`src/rtl/controladora_pkg.sv`:
```
// Shared types and defaults for the lighting controller and its button front-end.
// Pure declarations, no logic, no latency; no flow control involved.
package controladora_pkg;

  typedef enum logic [1:0] {IDLE, HELD, HELD_LONG} botao_estado_t;

  localparam int DEBOUNCE_P_DEF   = 300;
  localparam int LONG_PRESS_T_DEF = 5000;

endpackage

```
`src/rtl/filtro_debounce.sv`:
```
// Synchroniser + debounce filter; level follows raw after SYNC_STAGES+DEBOUNCE_P stable edges.
// No backpressure; level_nxt exposes the value level takes at the next edge.
module filtro_debounce #(
  parameter int SYNC_STAGES = 2,
  parameter int DEBOUNCE_P  = 300
) (
  input  logic clk,
  input  logic rst,
  input  logic raw,
  output logic level,
  output logic level_nxt
);

  localparam int DW = $clog2(DEBOUNCE_P + 1);
  localparam logic [DW-1:0] CNT_LAST = DW'(DEBOUNCE_P - 1);

  logic [SYNC_STAGES-1:0] r_sync;
  logic                   r_level;
  logic [DW-1:0]          r_deb_cnt;
  logic                   w_btn_s;
  logic                   w_differ;
  logic                   w_expired;

  assign w_btn_s   = r_sync[SYNC_STAGES-1];
  assign w_differ  = (w_btn_s != r_level);
  assign w_expired = w_differ && (r_deb_cnt == CNT_LAST);
  assign level_nxt = w_expired ? w_btn_s : r_level;
  assign level     = r_level;

  // A single sample agreeing with the current level restarts the stability window.
  always_ff @(posedge clk) begin
    if (rst) begin
      r_sync    <= '0;
      r_level   <= 1'b0;
      r_deb_cnt <= '0;
    end else begin
      r_sync  <= {r_sync[SYNC_STAGES-2:0], raw};
      r_level <= level_nxt;
      if (!w_differ || w_expired) r_deb_cnt <= '0;
      else                        r_deb_cnt <= r_deb_cnt + 1'b1;
    end
  end

endmodule

```
`src/rtl/classificador_botao.sv`:
```
// Button classifier: debounces push_button and emits one short_press or long_press pulse per press.
// Pulses are registered; short aligns with btn_level falling, long LONG_PRESS_T cycles after the rise.
module classificador_botao
  import controladora_pkg::*;
#(
  parameter int SYNC_STAGES  = 2,
  parameter int DEBOUNCE_P   = DEBOUNCE_P_DEF,
  parameter int LONG_PRESS_T = LONG_PRESS_T_DEF
) (
  input  logic clk,
  input  logic rst,
  input  logic push_button,
  output logic btn_level,
  output logic short_press,
  output logic long_press
);

  localparam int HW = $clog2(LONG_PRESS_T + 1);
  localparam logic [HW-1:0] HOLD_MAX  = HW'(LONG_PRESS_T);
  localparam logic [HW-1:0] HOLD_LAST = HW'(LONG_PRESS_T - 1);

  logic          w_level;
  logic          w_level_nxt;
  logic [HW-1:0] r_hold_cnt;
  botao_estado_t r_state;
  logic          r_short;
  logic          r_long;

  filtro_debounce #(
    .SYNC_STAGES (SYNC_STAGES),
    .DEBOUNCE_P  (DEBOUNCE_P)
  ) u_filtro (
    .clk       (clk),
    .rst       (rst),
    .raw       (push_button),
    .level     (w_level),
    .level_nxt (w_level_nxt)
  );

  assign btn_level   = w_level;
  assign short_press = r_short;
  assign long_press  = r_long;

  always_ff @(posedge clk) begin
    if (rst || !w_level)             r_hold_cnt <= '0;
    else if (r_hold_cnt != HOLD_MAX) r_hold_cnt <= r_hold_cnt + 1'b1;
  end

  // Decisions use level_nxt so short_press lands in the same cycle btn_level reads 0.
  always_ff @(posedge clk) begin
    if (rst) begin
      r_state <= IDLE;
      r_short <= 1'b0;
      r_long  <= 1'b0;
    end else begin
      r_short <= 1'b0;
      r_long  <= 1'b0;
      unique case (r_state)
        IDLE: begin
          if (w_level_nxt) r_state <= HELD;
        end
        HELD: begin
          if (w_level && (r_hold_cnt == HOLD_LAST)) begin
            r_state <= HELD_LONG;
            r_long  <= 1'b1;
          end else if (!w_level_nxt) begin
            r_state <= IDLE;
            r_short <= 1'b1;
          end
        end
        HELD_LONG: begin
          if (!w_level_nxt) r_state <= IDLE;
        end
        default: r_state <= IDLE;
      endcase
    end
  end

endmodule

```
`config.mk`:
```
export PLATFORM = sky130hd
export DESIGN_NAME = classificador_botao
export DESIGN_NICKNAME = d
export VERILOG_FILES = /design/src/rtl/controladora_pkg.sv /design/src/rtl/filtro_debounce.sv /design/src/rtl/classificador_botao.sv
export SDC_FILE = /design/constraint.sdc
export NUM_CORES = 1
export LEC_CHECK = 0
export BUFFER_PORTS_ARGS = -buffer_cell sky130_fd_sc_hd__buf_2
export CORE_MARGIN = 5
export CORE_UTILIZATION = 63
export DETAILED_ROUTE_END_ITERATION = 12
export PLACE_DENSITY = 0.78
export REMOVE_ABC_BUFFERS = 1
export SLEW_MARGIN = 0
export SYNTH_ARGS = -nofsm -noshare
export SYNTH_HDL_FRONTEND = slang
export SYNTH_SLANG_ARGS = --single-unit
export TNS_END_PERCENT = 10
```
`constraint.sdc`:
```
create_clock -name clk -period 3.5 [get_ports clk]
set_input_delay 1.05 -clock clk [delete_from_list [all_inputs] [get_ports clk]]
set_output_delay 1.05 -clock clk [all_outputs]
set_load 0.01 [all_outputs]
```
==> out/metrics.cfg, run 1 <==
[status]
run_status=finished clean

[critical_path]
worst_path_max_delay_cell=dfxtp_1
critical_path.endpoint_type=output pin
worst_reg2reg_path_startpoint=u_filtro.r_deb_cnt[4]$_SDFF_PP0_
timing.critical_path.to=btn_level
max_stage_delay_ns=0.45
start_kind=flop
crit_path_max_fanout=6
critical_path_required_ns=2.45
timing.critical_path.cells=buf_2
timing.setup.critical_path_class=flop to output pin
critical_path_arrival_ns=0.94
worst-path-stages=1
r2r.worst_path.cells=4
crit-reg2reg-capture=short_press$_SDFF_PP0_
worst_setup_path_startpoint=u_filtro.level$_SDFF_PP0_
worst_path_dominant_cell_family=flip-flops
reg2reg_setup_slack_ns=1.73
buffers_plus_inverters_on_the_worst_setup_path=1

[timing]
post-route-min-period_ns=1.994
grt_setup_unrepaired=no
post-route-period-util_pct=56.96
skew_ns=0.002328
clock.fmax_mhz=501.6
slew-limit-headroom_pct=67.20
worstMarginPinSlew_ns=0.4919
setup_violations=0
finalHoldViolations=0
final-max-slew-violation-count=0
fin_setup_tns_ns=0

[global_route]
number_of_global_route_vias_before_repair=898
grt_pass1_wl_um=3643
grt_antenna_before_repair=0
grt_remaining_overflow=0
track_usage_pct=14.78
grt_max_degree=14
global_route.peak_usage_layer=met2
met1_usage_pct=16.88
grtUsageMet3_pct=5.828
global_route.usage.met2_pct=23.48

[finish]
highest_count_cells_in_the_layout_ignoring_fill_and_taps=dfxtp_1 (29), nor2_1 (27), xnor2_1 (9), nand3_1 (9), xor2_1 (9)
seq_area_um2=580.6
flow.area_growth_from_synthesis_pct=9.074
nNetsFinal=155
final.fill_count=170
layout.core_utilization_pct=72.07
diode_count=0
multi_input_area_um2=689.4
layout_commonest_cell=dfxtp_1
drive_above_1_share_pct=13.33

[clock_tree]
cts_root_buffer=clkbuf_4
clock_tree_from_tritoncts=yes
holdBufCountCts=0
postCtsSetupRepairBufs=0
cts.htree.levels=2
cts_inserted_buffers=5
cts_resized=0
path_clk_slew_ns=0.09
clock_path_buffers=2
tritoncts_num_sinks=29
clk_latency_ns=0.32

[die]
num_rows=16
die_area_mm2=0.003065
fp.dieH_um=55.36
core_area_mm2=0.001962
floorplan.die.width_um=55.36
initial_standard_cell_utilization_of_the_core_pct=66.07
io_pins=6

[yosys]
synth_seq_area_share_pct=44.79
netlist_area_mm2=0.001296
synthesis.area_per_instance_um2=9.325
ffs_latches_synth=29
syn_inst=139
synth_cell_type_count=30
synthesis.yosys.warnings=0

[detailed_routing]
vias_per_cell=5.373
drc_errors=0
num_vias=951
drt_iter0_markers=33
routedWlPerCell_um=11.87
route.final.wire_length_um=2101
post_detailed_route_count_of_antenna_violating_nets=0
firstDrtPassIters=4

[place]
post-dp-hpwl_um=1503
buffer_ports.inserted=5
gpl.final_weighted_congestion=0.7758

[flow_run]
max_cap_violation_count=0

[power_and_ir_drop]
total_leakage_power_nw=0.4631
powerDensity_mw_per_mm2=399.5
vdd_ir_drop_max_uv=323.4

[hold_path]
hold_path.class=flop to flop

==> worst min path at each step <==
stage                                              from                       endpoint  cells past startpoint
after floorplan           u_filtro.r_sync[0]$_SDFF_PP0_  u_filtro.r_sync[1]$_SDFF_PP0_                      1
after global placement    u_filtro.r_sync[0]$_SDFF_PP0_  u_filtro.r_sync[1]$_SDFF_PP0_                      1
after detailed placement  u_filtro.r_sync[0]$_SDFF_PP0_  u_filtro.r_sync[1]$_SDFF_PP0_                      1
after CTS                 u_filtro.r_sync[0]$_SDFF_PP0_  u_filtro.r_sync[1]$_SDFF_PP0_                      1
after global routing      u_filtro.r_sync[0]$_SDFF_PP0_  u_filtro.r_sync[1]$_SDFF_PP0_                      1
final                     u_filtro.r_sync[0]$_SDFF_PP0_  u_filtro.r_sync[1]$_SDFF_PP0_                      1
==> stage by stage <==
step	cells	worst slack [ns]	instance area, um^2	hold WS, ns	total power, mW
global route	177	1.425	1414	0.4847	0.5904
finish	177	1.506	1414	0.4540	0.5649
CTS	177	1.482	1414	0.4547	0.5739
global placement	169	1.598	1344	0.4302	0.3448
floorplan	137	1.802	1285	0.4138	0.3423
detailed placement	169	1.583	1344	0.4340	0.3450
==> state kept, by name (all words and copies together) (netlist names) <==
register            count
u_filtro.r_deb_cnt      9
long_press              1
short_press             1
u_filtro.level          1
r_state                 2
u_filtro.r_sync         2
r_hold_cnt             13
==> where the power goes <==
| group | switching (mW) | total, mW | internal [mW] |
|---|---|---|---|
| clock | 0.111 | 0.228 | 0.116 |
| combinational | 0.00277 | 0.00511 | 0.00235 |
| sequential | 0.00109 | 0.332 | 0.331 |
==> logic make-up after synthesis <==
family	Yosys count	synth area share, %
adder cells (fa/ha/maj)	3	2.896
flip-flops	29	44.79
XOR/XNOR	18	12.16
buffers and inverters	6	2.027
AND/OR/NAND/NOR	75	33.78
multiplexers	3	2.413
AO/OA/AOI/OAI	5	1.930
==> cells in the mapped netlist (all sizes together) <==
cell / number / share of area [%]
nor2: 27 / 7.8
nor2b: 2 / 0.97
or3b: 2 / 1.4
mux2i: 2 / 1.5
xor2: 9 / 6.1
or4b: 2 / 2.1
buf: 2 / 0.87
and4b: 1 / 0.77
nor4: 4 / 4.2
ha: 3 / 2.9
nor3: 2 / 0.77
or2: 1 / 0.48
and4: 1 / 0.68
inv: 4 / 1.2
or3: 2 / 0.97
a21oi: 3 / 1.2
or4: 1 / 0.58
nand4b: 1 / 0.68
xnor2: 9 / 6.1
nand2: 6 / 1.7
dfxtp: 29 / 45
nand3b: 4 / 2.3
nand2b: 2 / 0.97
and3: 3 / 1.4
o21ai: 2 / 0.77
mux2: 1 / 0.87
nand4: 5 / 2.4
nand3: 9 / 3.5
==> cell type report <==
cell class | instances | area share, %
clock inverter | 1 | 0.3540
clock buffer | 7 | 4.602
multi-input combinational | 104 | 48.76
timing repair buffer | 5 | 1.770
sequential | 29 | 41.06
inverter | 4 | 1.062
tap | 27 | 2.389
==> layer usage <==
| metal | share of wire (%) | wire length, um |
|---|---|---|
| met1 | 47 | 977 |
| met2 | 49 | 1019 |
| met3 | 3.6 | 76 |
| met4 | 1.3 | 27 |
| met5 | 0 | 0 |
(Power assumes the default switching activity.)
==> inputs of run 2 (changes only) <==
Settings changed: CORE_UTILIZATION 63 to 58, PLACE_DENSITY 0.78 to 0.73.
Clock period 3.5 ns to 1.9 ns, I/O delays scaled along.
==> out/metrics.cfg, run 2 (same netlist as run 1, synthesis figures left out) <==
[clock_tree]
clock_tree_from_tritoncts=yes  ; unchanged
clk_latency_ns=0.33  ; was 0.32 ns
cts.htree.levels=2  ; unchanged
holdBufCountCts=0  ; unchanged
cts_resized=0  ; unchanged
clock_path_buffers=2  ; unchanged
path_clk_slew_ns=0.09  ; about the same
postCtsSetupRepairBufs=0  ; unchanged
tritoncts_num_sinks=29  ; unchanged
cts_root_buffer=clkbuf_4  ; unchanged
cts_inserted_buffers=5  ; unchanged

[power_and_ir_drop]
total_leakage_power_nw=0.4593  ; was 0.4631 nW
powerDensity_mw_per_mm2=692.0  ; was 399.5 mW/mm^2
vdd_ir_drop_max_uv=597.2  ; was 323.4 uV

[critical_path]
timing.critical_path.to=short_press$_SDFF_PP0_  ; was btn_level
critical_path.endpoint_type=flop  ; was output pin
worst_setup_path_startpoint=u_filtro.r_deb_cnt[4]$_SDFF_PP0_  ; was u_filtro.level$_SDFF_PP0_
critical_path_required_ns=2.17  ; was 2.45 ns
crit-reg2reg-capture=short_press$_SDFF_PP0_  ; unchanged
start_kind=flop  ; unchanged
reg2reg_setup_slack_ns=0.10  ; was 1.73 ns
critical_path_arrival_ns=2.07  ; was 0.94 ns
r2r.worst_path.cells=4  ; unchanged
timing.setup.critical_path_class=flop to flop  ; was flop to output pin
crit_path_max_fanout=4  ; was 6
worst_reg2reg_path_startpoint=u_filtro.r_deb_cnt[4]$_SDFF_PP0_  ; unchanged

[finish]
nNetsFinal=156  ; was 155
top_register=r_hold_cnt  ; unchanged
drive_above_1_share_pct=13.25  ; was 13.33%
diode_count=0  ; unchanged
flow.area_growth_from_synthesis_pct=8.301  ; was 9.074%
final.fill_count=202  ; was 170
largest_reg_flops=13  ; unchanged
layout.core_utilization_pct=64.71  ; was 72.07%
highest_count_cells_in_the_layout_ignoring_fill_and_taps=dfxtp_1 (29), nor2_1 (27), xnor2_1 (9), nand3_1 (9), xor2_1 (9)  ; unchanged
layout_commonest_cell=dfxtp_1  ; unchanged
largest_registers=r_hold_cnt x13, u_filtro.r_deb_cnt x9  ; unchanged

[timing]
worstMarginPinSlew_ns=0.4734  ; was 0.4919 ns
post-route-period-util_pct=94.60
post-route-min-period_ns=1.797
finalHoldViolations=0  ; unchanged
clock.fmax_mhz=556.3
fin_setup_tns_ns=0  ; unchanged
final-max-slew-violation-count=0  ; unchanged
skew_ns=0.006792  ; was 0.002328 ns
slew-limit-headroom_pct=68.44  ; was 67.20%
grt_setup_unrepaired=no  ; unchanged
setup_violations=0  ; unchanged

[detailed_routing]
post_detailed_route_count_of_antenna_violating_nets=0  ; unchanged
num_vias=977  ; was 951
vias_per_cell=5.458  ; was 5.373
drc_errors=0  ; unchanged
firstDrtPassIters=6  ; was 4
drt_iter0_markers=35  ; was 33
route.final.wire_length_um=2303  ; was 2101 um
routedWlPerCell_um=12.87  ; was 11.87 um

[global_route]
grt_max_degree=14  ; unchanged
track_usage_pct=15.74  ; was 14.78%
grt_antenna_before_repair=0  ; unchanged
grt_pass1_wl_um=3898  ; was 3643 um
number_of_global_route_vias_before_repair=899  ; was 898
grt_remaining_overflow=0  ; unchanged

[die]
fp.dieH_um=57.28  ; was 55.36 um
floorplan.die.width_um=57.28  ; was 55.36 um
num_rows=17  ; was 16
die_area_mm2=0.003280  ; was 0.003065 mm^2
core_area_mm2=0.002170  ; was 0.001962 mm^2
io_pins=6  ; unchanged
initial_standard_cell_utilization_of_the_core_pct=59.75  ; was 66.07%

[status]
run_status=finished clean  ; unchanged

[flow_run]
max_cap_violation_count=0  ; unchanged

[hold_path]
hold_path.class=input pin to flop  ; was flop to flop

[place]
buffer_ports.inserted=5  ; unchanged
gpl.final_weighted_congestion=0.7460  ; was 0.7758
post-dp-hpwl_um=1678  ; was 1503 um

==> run 2: changes by cell type in the layout (fill, tap and decap cells not counted), sizes merged <==
cell,delta
buf,+1
clkbuf,-1
clkinv,+1
==> run 2: metrics by stage <==
stage / instance area (um^2) / hold slack (ns) / std cells / total power [mW] / worst slack [ns]
CTS: 1404 / 0.4269 / 179 / 0.9893 / 0.1008
detailed placement: 1353 / 0.4279 / 171 / 0.6359 / 0.1275
floorplan: 1285 / 0.4138 / 137 / 0.6306 / 0.2478
global placement: 1353 / 0.4187 / 171 / 0.6353 / 0.2081
global route: 1404 / 0.4263 / 179 / 1.018 / 0.008579
finish: 1404 / 0.4458 / 179 / 0.9714 / 0.1026
==> run 2: worst min-delay path by stage <==
stage | from | to | slack, ns | cells after the start
finish | push_button | u_filtro.r_sync[0]$_SDFF_PP0_ | 0.45 | 2
global route | push_button | u_filtro.r_sync[0]$_SDFF_PP0_ | 0.43 | 2
floorplan | u_filtro.r_sync[0]$_SDFF_PP0_ | u_filtro.r_sync[1]$_SDFF_PP0_ | 0.41 | 1
global placement | u_filtro.r_sync[0]$_SDFF_PP0_ | u_filtro.r_sync[1]$_SDFF_PP0_ | 0.42 | 1
detailed placement | u_filtro.r_sync[0]$_SDFF_PP0_ | u_filtro.r_sync[1]$_SDFF_PP0_ | 0.43 | 1
CTS | push_button | u_filtro.r_sync[0]$_SDFF_PP0_ | 0.43 | 2
==> run 2: layout make-up <==
| type | count | area (um^2) | share of cell area (%) |
|---|---|---|---|
| inverters | 4 | 15.01 | 1.070 |
| clock inverters | 2 | 10.01 | 0.7130 |
| repair buffers | 6 | 32.53 | 2.317 |
| multi-input cells | 104 | 689.4 | 49.11 |
| clock buffers | 6 | 41.29 | 2.941 |
| well taps | 28 | 35.03 | 2.496 |
| flip-flops and latches | 29 | 580.6 | 41.35 |
==> run 2: routing by layer <==
metal / vias to the layer above / wire, um / track usage (%)
met5: - / 0 / 0
met4: 0 / 54 / 7.947
met3: 6 / 93 / 6.787
met2: 15 / 1175 / 25.61
met1: 454 / 979 / 17.48
li1: 502 / - / -
==> run 2: power by group <==
group / total [mW] / switching (mW) / internal, mW
registers: 0.612 / 0.00178 / 0.610
clock network: 0.350 / 0.209 / 0.141
logic: 0.00992 / 0.00558 / 0.00434
==> run 2: critical path, cell delays in order (launching register included) <==
cell     delay, ns
dfxtp_1       0.36
or4b_4        0.55
nor4_4        0.30
mux2i_1       0.31
and4b_1       0.22
